===== src/rtl/mips_exec_ctrl.sv =====
`default_nettype none
// ============================================================================
// Module      : mips_exec_ctrl
// Description : Single-cycle MIPS main decoder, ALU control and ALU with every
//               output registered (exactly one clock of latency).
// Revision    : 1.0 - initial release
// ============================================================================
module mips_exec_ctrl (
  input  logic        clk,
  input  logic        reset,
  input  logic [5:0]  opcode,
  input  logic [5:0]  func,
  input  logic [4:0]  shamt,
  input  logic [15:0] imm16,
  input  logic [31:0] rs_data,
  input  logic [31:0] rt_data,
  output logic        reg_dst,
  output logic        branch,
  output logic        mem_read,
  output logic        mem_to_reg,
  output logic        mem_write,
  output logic        alu_src,
  output logic        reg_write,
  output logic        jump,
  output logic [2:0]  alu_op,
  output logic [3:0]  alu_ctrl,
  output logic [31:0] alu_result,
  output logic        zero
);

  localparam logic [5:0] c_OP_RTYPE = 6'b000000;
  localparam logic [5:0] c_OP_LW    = 6'b100011;
  localparam logic [5:0] c_OP_SW    = 6'b101011;
  localparam logic [5:0] c_OP_BEQ   = 6'b000100;
  localparam logic [5:0] c_OP_J     = 6'b000010;
  localparam logic [5:0] c_OP_ADDI  = 6'b001000;
  localparam logic [5:0] c_OP_ANDI  = 6'b001100;
  localparam logic [5:0] c_OP_ORI   = 6'b001101;
  localparam logic [5:0] c_OP_SLTI  = 6'b001010;
  localparam logic [5:0] c_OP_XORI  = 6'b001110;
  localparam logic [5:0] c_OP_LUI   = 6'b001111;

  localparam logic [3:0] c_ALU_AND  = 4'b0000;
  localparam logic [3:0] c_ALU_OR   = 4'b0001;
  localparam logic [3:0] c_ALU_ADD  = 4'b0010;
  localparam logic [3:0] c_ALU_XOR  = 4'b0011;
  localparam logic [3:0] c_ALU_LUI  = 4'b0100;
  localparam logic [3:0] c_ALU_SUB  = 4'b0110;
  localparam logic [3:0] c_ALU_SLT  = 4'b0111;
  localparam logic [3:0] c_ALU_SLTU = 4'b1000;
  localparam logic [3:0] c_ALU_SLL  = 4'b1001;
  localparam logic [3:0] c_ALU_SRL  = 4'b1010;
  localparam logic [3:0] c_ALU_SRA  = 4'b1011;
  localparam logic [3:0] c_ALU_NOR  = 4'b1100;
  localparam logic [3:0] c_ALU_BAD  = 4'b1111;

  // Control bundle order: reg_dst, alu_src, mem_to_reg, reg_write,
  //                       mem_read, mem_write, branch, jump
  logic [7:0]  w_ctl;
  logic [2:0]  w_alu_op;
  logic [3:0]  w_alu_ctrl;
  logic [31:0] w_imm_ext;
  logic [31:0] w_opb;
  logic [31:0] w_result;
  logic        w_zext;

  logic [7:0]  r_ctl;
  logic [2:0]  r_alu_op;
  logic [3:0]  r_alu_ctrl;
  logic [31:0] r_result;
  logic        r_zero;

  // Main decoder: opcode to control bundle and ALU class
  always_comb begin
    w_ctl    = 8'b0000_0000;
    w_alu_op = 3'b000;
    case (opcode)
      c_OP_RTYPE: begin w_ctl = 8'b1001_0000; w_alu_op = 3'b010; end
      c_OP_LW:    begin w_ctl = 8'b0111_1000; w_alu_op = 3'b000; end
      c_OP_SW:    begin w_ctl = 8'b0100_0100; w_alu_op = 3'b000; end
      c_OP_BEQ:   begin w_ctl = 8'b0000_0010; w_alu_op = 3'b001; end
      c_OP_J:     begin w_ctl = 8'b0000_0001; w_alu_op = 3'b000; end
      c_OP_ADDI:  begin w_ctl = 8'b0101_0000; w_alu_op = 3'b000; end
      c_OP_ANDI:  begin w_ctl = 8'b0101_0000; w_alu_op = 3'b011; end
      c_OP_ORI:   begin w_ctl = 8'b0101_0000; w_alu_op = 3'b100; end
      c_OP_SLTI:  begin w_ctl = 8'b0101_0000; w_alu_op = 3'b101; end
      c_OP_XORI:  begin w_ctl = 8'b0101_0000; w_alu_op = 3'b110; end
      c_OP_LUI:   begin w_ctl = 8'b0101_0000; w_alu_op = 3'b111; end
      default:    begin w_ctl = 8'b0000_0000; w_alu_op = 3'b000; end
    endcase
  end

  // ALU control: ALU class (and func for R-type) to ALU operation
  always_comb begin
    w_alu_ctrl = c_ALU_ADD;
    case (w_alu_op)
      3'b000: w_alu_ctrl = c_ALU_ADD;
      3'b001: w_alu_ctrl = c_ALU_SUB;
      3'b011: w_alu_ctrl = c_ALU_AND;
      3'b100: w_alu_ctrl = c_ALU_OR;
      3'b101: w_alu_ctrl = c_ALU_SLT;
      3'b110: w_alu_ctrl = c_ALU_XOR;
      3'b111: w_alu_ctrl = c_ALU_LUI;
      default: begin
        case (func)
          6'b100000, 6'b100001: w_alu_ctrl = c_ALU_ADD;
          6'b100010, 6'b100011: w_alu_ctrl = c_ALU_SUB;
          6'b100100:            w_alu_ctrl = c_ALU_AND;
          6'b100101:            w_alu_ctrl = c_ALU_OR;
          6'b100110:            w_alu_ctrl = c_ALU_XOR;
          6'b100111:            w_alu_ctrl = c_ALU_NOR;
          6'b101010:            w_alu_ctrl = c_ALU_SLT;
          6'b101011:            w_alu_ctrl = c_ALU_SLTU;
          6'b000000:            w_alu_ctrl = c_ALU_SLL;
          6'b000010:            w_alu_ctrl = c_ALU_SRL;
          6'b000011:            w_alu_ctrl = c_ALU_SRA;
          default:              w_alu_ctrl = c_ALU_BAD;
        endcase
      end
    endcase
  end

  // Logical immediates are zero-extended, everything else sign-extended
  assign w_zext    = (opcode == c_OP_ANDI) || (opcode == c_OP_ORI) || (opcode == c_OP_XORI);
  assign w_imm_ext = w_zext ? {16'h0000, imm16} : {{16{imm16[15]}}, imm16};
  assign w_opb     = w_ctl[6] ? w_imm_ext : rt_data;

  // ALU: unknown operation codes yield zero
  always_comb begin
    w_result = 32'h0000_0000;
    case (w_alu_ctrl)
      c_ALU_ADD:  w_result = rs_data + w_opb;
      c_ALU_SUB:  w_result = rs_data - w_opb;
      c_ALU_AND:  w_result = rs_data & w_opb;
      c_ALU_OR:   w_result = rs_data | w_opb;
      c_ALU_XOR:  w_result = rs_data ^ w_opb;
      c_ALU_NOR:  w_result = ~(rs_data | w_opb);
      c_ALU_SLT:  w_result = {31'd0, $signed(rs_data) < $signed(w_opb)};
      c_ALU_SLTU: w_result = {31'd0, rs_data < w_opb};
      c_ALU_LUI:  w_result = {w_opb[15:0], 16'h0000};
      c_ALU_SLL:  w_result = w_opb << shamt;
      c_ALU_SRL:  w_result = w_opb >> shamt;
      c_ALU_SRA:  w_result = $unsigned($signed(w_opb) >>> shamt);
      default:    w_result = 32'h0000_0000;
    endcase
  end

  // Output register stage; reset clears every output including zero
  always_ff @(posedge clk) begin
    if (reset) begin
      r_ctl      <= 8'b0000_0000;
      r_alu_op   <= 3'b000;
      r_alu_ctrl <= 4'b0000;
      r_result   <= 32'h0000_0000;
      r_zero     <= 1'b0;
    end else begin
      r_ctl      <= w_ctl;
      r_alu_op   <= w_alu_op;
      r_alu_ctrl <= w_alu_ctrl;
      r_result   <= w_result;
      r_zero     <= (w_result == 32'h0000_0000);
    end
  end

  assign reg_dst    = r_ctl[7];
  assign alu_src    = r_ctl[6];
  assign mem_to_reg = r_ctl[5];
  assign reg_write  = r_ctl[4];
  assign mem_read   = r_ctl[3];
  assign mem_write  = r_ctl[2];
  assign branch     = r_ctl[1];
  assign jump       = r_ctl[0];
  assign alu_op     = r_alu_op;
  assign alu_ctrl   = r_alu_ctrl;
  assign alu_result = r_result;
  assign zero       = r_zero;

endmodule
`default_nettype wire


===== config.mk =====
export PLATFORM = sky130hd
export DESIGN_NAME = mips_exec_ctrl
export DESIGN_NICKNAME = d
export VERILOG_FILES = /design/src/rtl/mips_exec_ctrl.sv
export SDC_FILE = /design/constraint.sdc
export NUM_CORES = 1
export LEC_CHECK = 0
export BUFFER_PORTS_ARGS = -buffer_cell sky130_fd_sc_hd__buf_2
export CAP_MARGIN = 20
export CORE_MARGIN = 2
export CORE_UTILIZATION = 40
export CTS_BUF_LIST = sky130_fd_sc_hd__clkbuf_8
export DETAILED_ROUTE_END_ITERATION = 6
export SETUP_SLACK_MARGIN = 0.15
export SYNTH_ARGS = -nofsm -noshare
export SYNTH_HDL_FRONTEND = slang
export SYNTH_SLANG_ARGS = --single-unit

===== constraint.sdc =====
create_clock -name clk -period 9.84 [get_ports clk]
set_input_delay 1.968 -clock clk [delete_from_list [all_inputs] [get_ports clk]]
set_output_delay 1.968 -clock clk [all_outputs]
set_load 0.05 [all_outputs]

==> metrics list <==
- Result of the run: finished clean
- In the global route stage, overall resource usage came out at 0.406.
* Antenna violations before repair: 2
* Highest Clock Rate: 115 MHz
- Die Wd: 183 um
* Fin Setup TNS: 0 ns
* Avg Inst Size Synth: 6.95 um2
- The floorplan has 65 rows.
- Final setup violating endpoints: 0
- Setup slack of the critical path after layout: 1.15 ns
* Maximum number of pins on one net before global-route repair: 66
- The detail route stage leaves a number of antenna-violating nets equal to 0.
* Largest fanout of any net on the critical path: 19
- Max rail drop VDD: 0.0000575 V
- Endpoint arrival time on the critical path: 8.96 ns
* Routed length per placed instance: 30.6 um
- Critical path capture point type: flop
- The first global-routing pass estimated 101,000 um of wire.
- Port Buffers: 146
- Static leakage power: 5.71 nW
* Via count: 16,200
- Across the run, the number of max-cap violations was 0.
- After clock tree synthesis, the clock-pin slew on the worst setup and hold paths is 0.09 ns.
- The min-delay analysis places its worst path in the category primary input to flop.
* Number of warnings issued by yosys: 0
- At the end of routability-driven placement, the weighted congestion stood at 1.12.
* Pins over their slew limit: 0
* Min Clock Period, post-route: 8.69 ns
* Most frequent standard cell in the layout excluding fill and tap cells: nor2_1
- The tightest hold path in the finished design has a slack of 1.94 ns.
- The worst pin sits at a relative slew slack of 0.151.
- Post-route clock period utilization: 0.884
- The worst setup path is of the primary input to flop kind.
* Origin of the worst setup path: opcode[2]
- Number of nets produced by synthesis: 2,043
- Counting distinct cell types in the post-synthesis netlist gives 98.
* M3 GR Usage: 0.0746
* Synthesis-to-layout area growth: 8.37%
- Global routing met2 resource utilization: 0.613
- The filler cells instantiated in the layout total 3,436.
* Worst hold path depth: 2
- Maximum clock path buffer count: 2
* Final Hold Fails: 0
- In this run the power density over the cells is 97.2 nW/um2.
* Area of the core: 31,500 um2
* Initial Util: 0.406
* Final Routed Wirelength: 70,100 um
- Synthesis produced a netlist whose cell count is 1,839.
- The die covers 33,400 um2.
* Grt ovf: 0
* Post-detailed-placement half-perimeter wirelength: 54,800 um
- Fraction of final layout cells sized beyond drive strength 1: 0.162
* Number of violations reported at the end of detailed-routing iteration 0: 2,256
- Number of ports placed on the die boundary: 147
- Before CTS, the worst setup slack after placement is 1.09 ns.
- The number of setup buffers added after CTS is 0.
- Length of the first detailed-routing pass in iterations: 6
* Most frequent cells in the layout: 195 x nor2_1, 192 x nand2_1, 146 x buf_2
* Worst Path Required: 10.11 ns
* Clock sinks: 47
* Vias/cell: 7.06
- Portion of the post-synthesis area used by sequential elements: 0.0737
- RSZ-0062 raised after global routing: false
* Met1 Usage GRT: 0.558
- Yosys mapped a number of flops with a built-in enable equal to 0.
- TritonCTS built the clock tree.
* Transition at the pin with the smallest max-transition slack: 1.24 ns
* Setup crit start kind: primary input
* Clock H-tree levels: 2
* Leading register cell type out of synthesis: dfxtp_1
- The synthesized netlist occupies a cell area of 12,800 um2.
- Die height: 183 um
* Master cell of the clock root buffer: clkbuf_8
* DRC violation count after routing: 0
- End point of the most critical hold path: r_ctl[5]
- Via count of the first global-routing pass: 14,900
- Routing layer with the top usage in global route: met2
* Final nets: 2,087
* Fraction of registers with async set/reset: 0
- Buffers inserted to repair hold after CTS numbered 0.
* #FFs+latches synth: 47
- The startpoint identified for the worst hold timing path is opcode[3].
* Number of gates resized after CTS: 0
- TritonCTS created 5 clock buffers.
## cells in the mapped netlist, types with 7 or more instances
library cell,n,area share
a22oi_1,26,0.015
nand2_1,192,0.056
nor3_1,49,0.019
a22o_1,9,0.0062
mux2_2,21,0.019
dfxtp_1,47,0.074
a221oi_1,21,0.014
o22ai_1,37,0.018
o221ai_1,18,0.012
a21oi_1,136,0.053
a221o_1,10,0.0078
nor4_1,19,0.0093
nand3_1,49,0.019
nand2b_1,13,0.0064
o21a_1,10,0.0059
o21ai_0,106,0.042
a211o_1,10,0.0069
a32oi_1,13,0.0089
o2111ai_1,8,0.0055
nand4_1,19,0.0093
and2_1,11,0.0054
a21o_1,22,0.013
or3_1,16,0.0078
buf_1,22,0.0065
inv_1,97,0.029
o211ai_1,39,0.023
clkbuf_1,99,0.029
nor2_1,196,0.058
mux4_2,47,0.083
ha_1,103,0.10
a31oi_1,37,0.018
mux2i_1,58,0.045
o21bai_1,17,0.010
a211oi_1,34,0.020
nor2b_1,25,0.012
o31ai_1,18,0.011
xnor2_1,11,0.0075
nor3b_1,7,0.0041
or2_2,10,0.0049
buf_2,22,0.0086
o32ai_1,7,0.0048
## stage by stage
stage                util  instances  cell area [um2]  total power [mW]
floorplan               -       1839            12800             0.847
global placement    0.436       2275            13700              1.17
detailed placement  0.437       2278            13700              1.17
CTS                 0.440       2285            13800              1.31
global route        0.440       2285            13800              1.40
finish              0.440       2287            13800              1.35
## critical path, stage by stage
cell and delay (ns):
buf_2 0.21, and2b_2 0.28, mux2_4 0.42, nor2_4 0.49, mux2i_1 1.07, ha_1 0.57, nor3_1 0.46, or3b_1 0.40
a31oi_1 0.66, o311ai_1 0.30, a21oi_1 0.38, a21oi_1 0.13, o31ai_1 0.21, nand4_1 0.16, or4_1 0.56, nor4_1 0.31
nand4_1 0.19, nor3_2 0.18
## power breakdown
group / internal [mW] / switching, mW / total, mW
clock network: 0.0569 / 0.0824 / 0.139
logic: 0.311 / 0.679 / 0.989
registers: 0.211 / 0.00510 / 0.217
## worst max path at each step
stage,end,slack [ns],cells after the start
floorplan,zero,2.77,26
finish,zero,1.15,18
global placement,zero,1.02,18
CTS,zero,1.42,18
global route,zero,0.93,18
detailed placement,zero,1.09,18
## final cells by class
class                           count  area, um2  area share
Inverter                          101        379      0.0274
Sequential cell                    47        941      0.0680
Antenna cell                        2       5.00    0.000362
Multi-Input combinational cell   1539      10900       0.785
Clock buffer                        6       82.6     0.00596
Clock inverter                      1       8.76    0.000633
Tap cell                          402        503      0.0363
Timing Repair Buffer              189       1060      0.0764
## state kept, by name, summed over array words and instances, names as in the netlist
name and cells:
alu_result 32, zero 1, r_ctl 7, alu_op 3, alu_ctrl 4
## per-layer routing
metal,up-vias,share of wire
met2,1126,0.42
li1,7030,-
met3,226,0.11
met5,-,0.00019
met1,7770,0.41
met4,2,0.055
## kinds of logic (layout without fill, tap and decap cells)
group / Yosys count / count (layout) / synth area share
compound gates: 646 / 646 / 0.344
xor+xnor: 14 / 14 / 0.00960
fa+ha+maj: 105 / 105 / 0.104
buf+inv: 253 / 297 / 0.0803
flops: 47 / 47 / 0.0737
mux: 127 / 127 / 0.148
other cells: 0 / 2 / 0
simple gates: 647 / 647 / 0.240
Power figures use the tool's default switching activity.
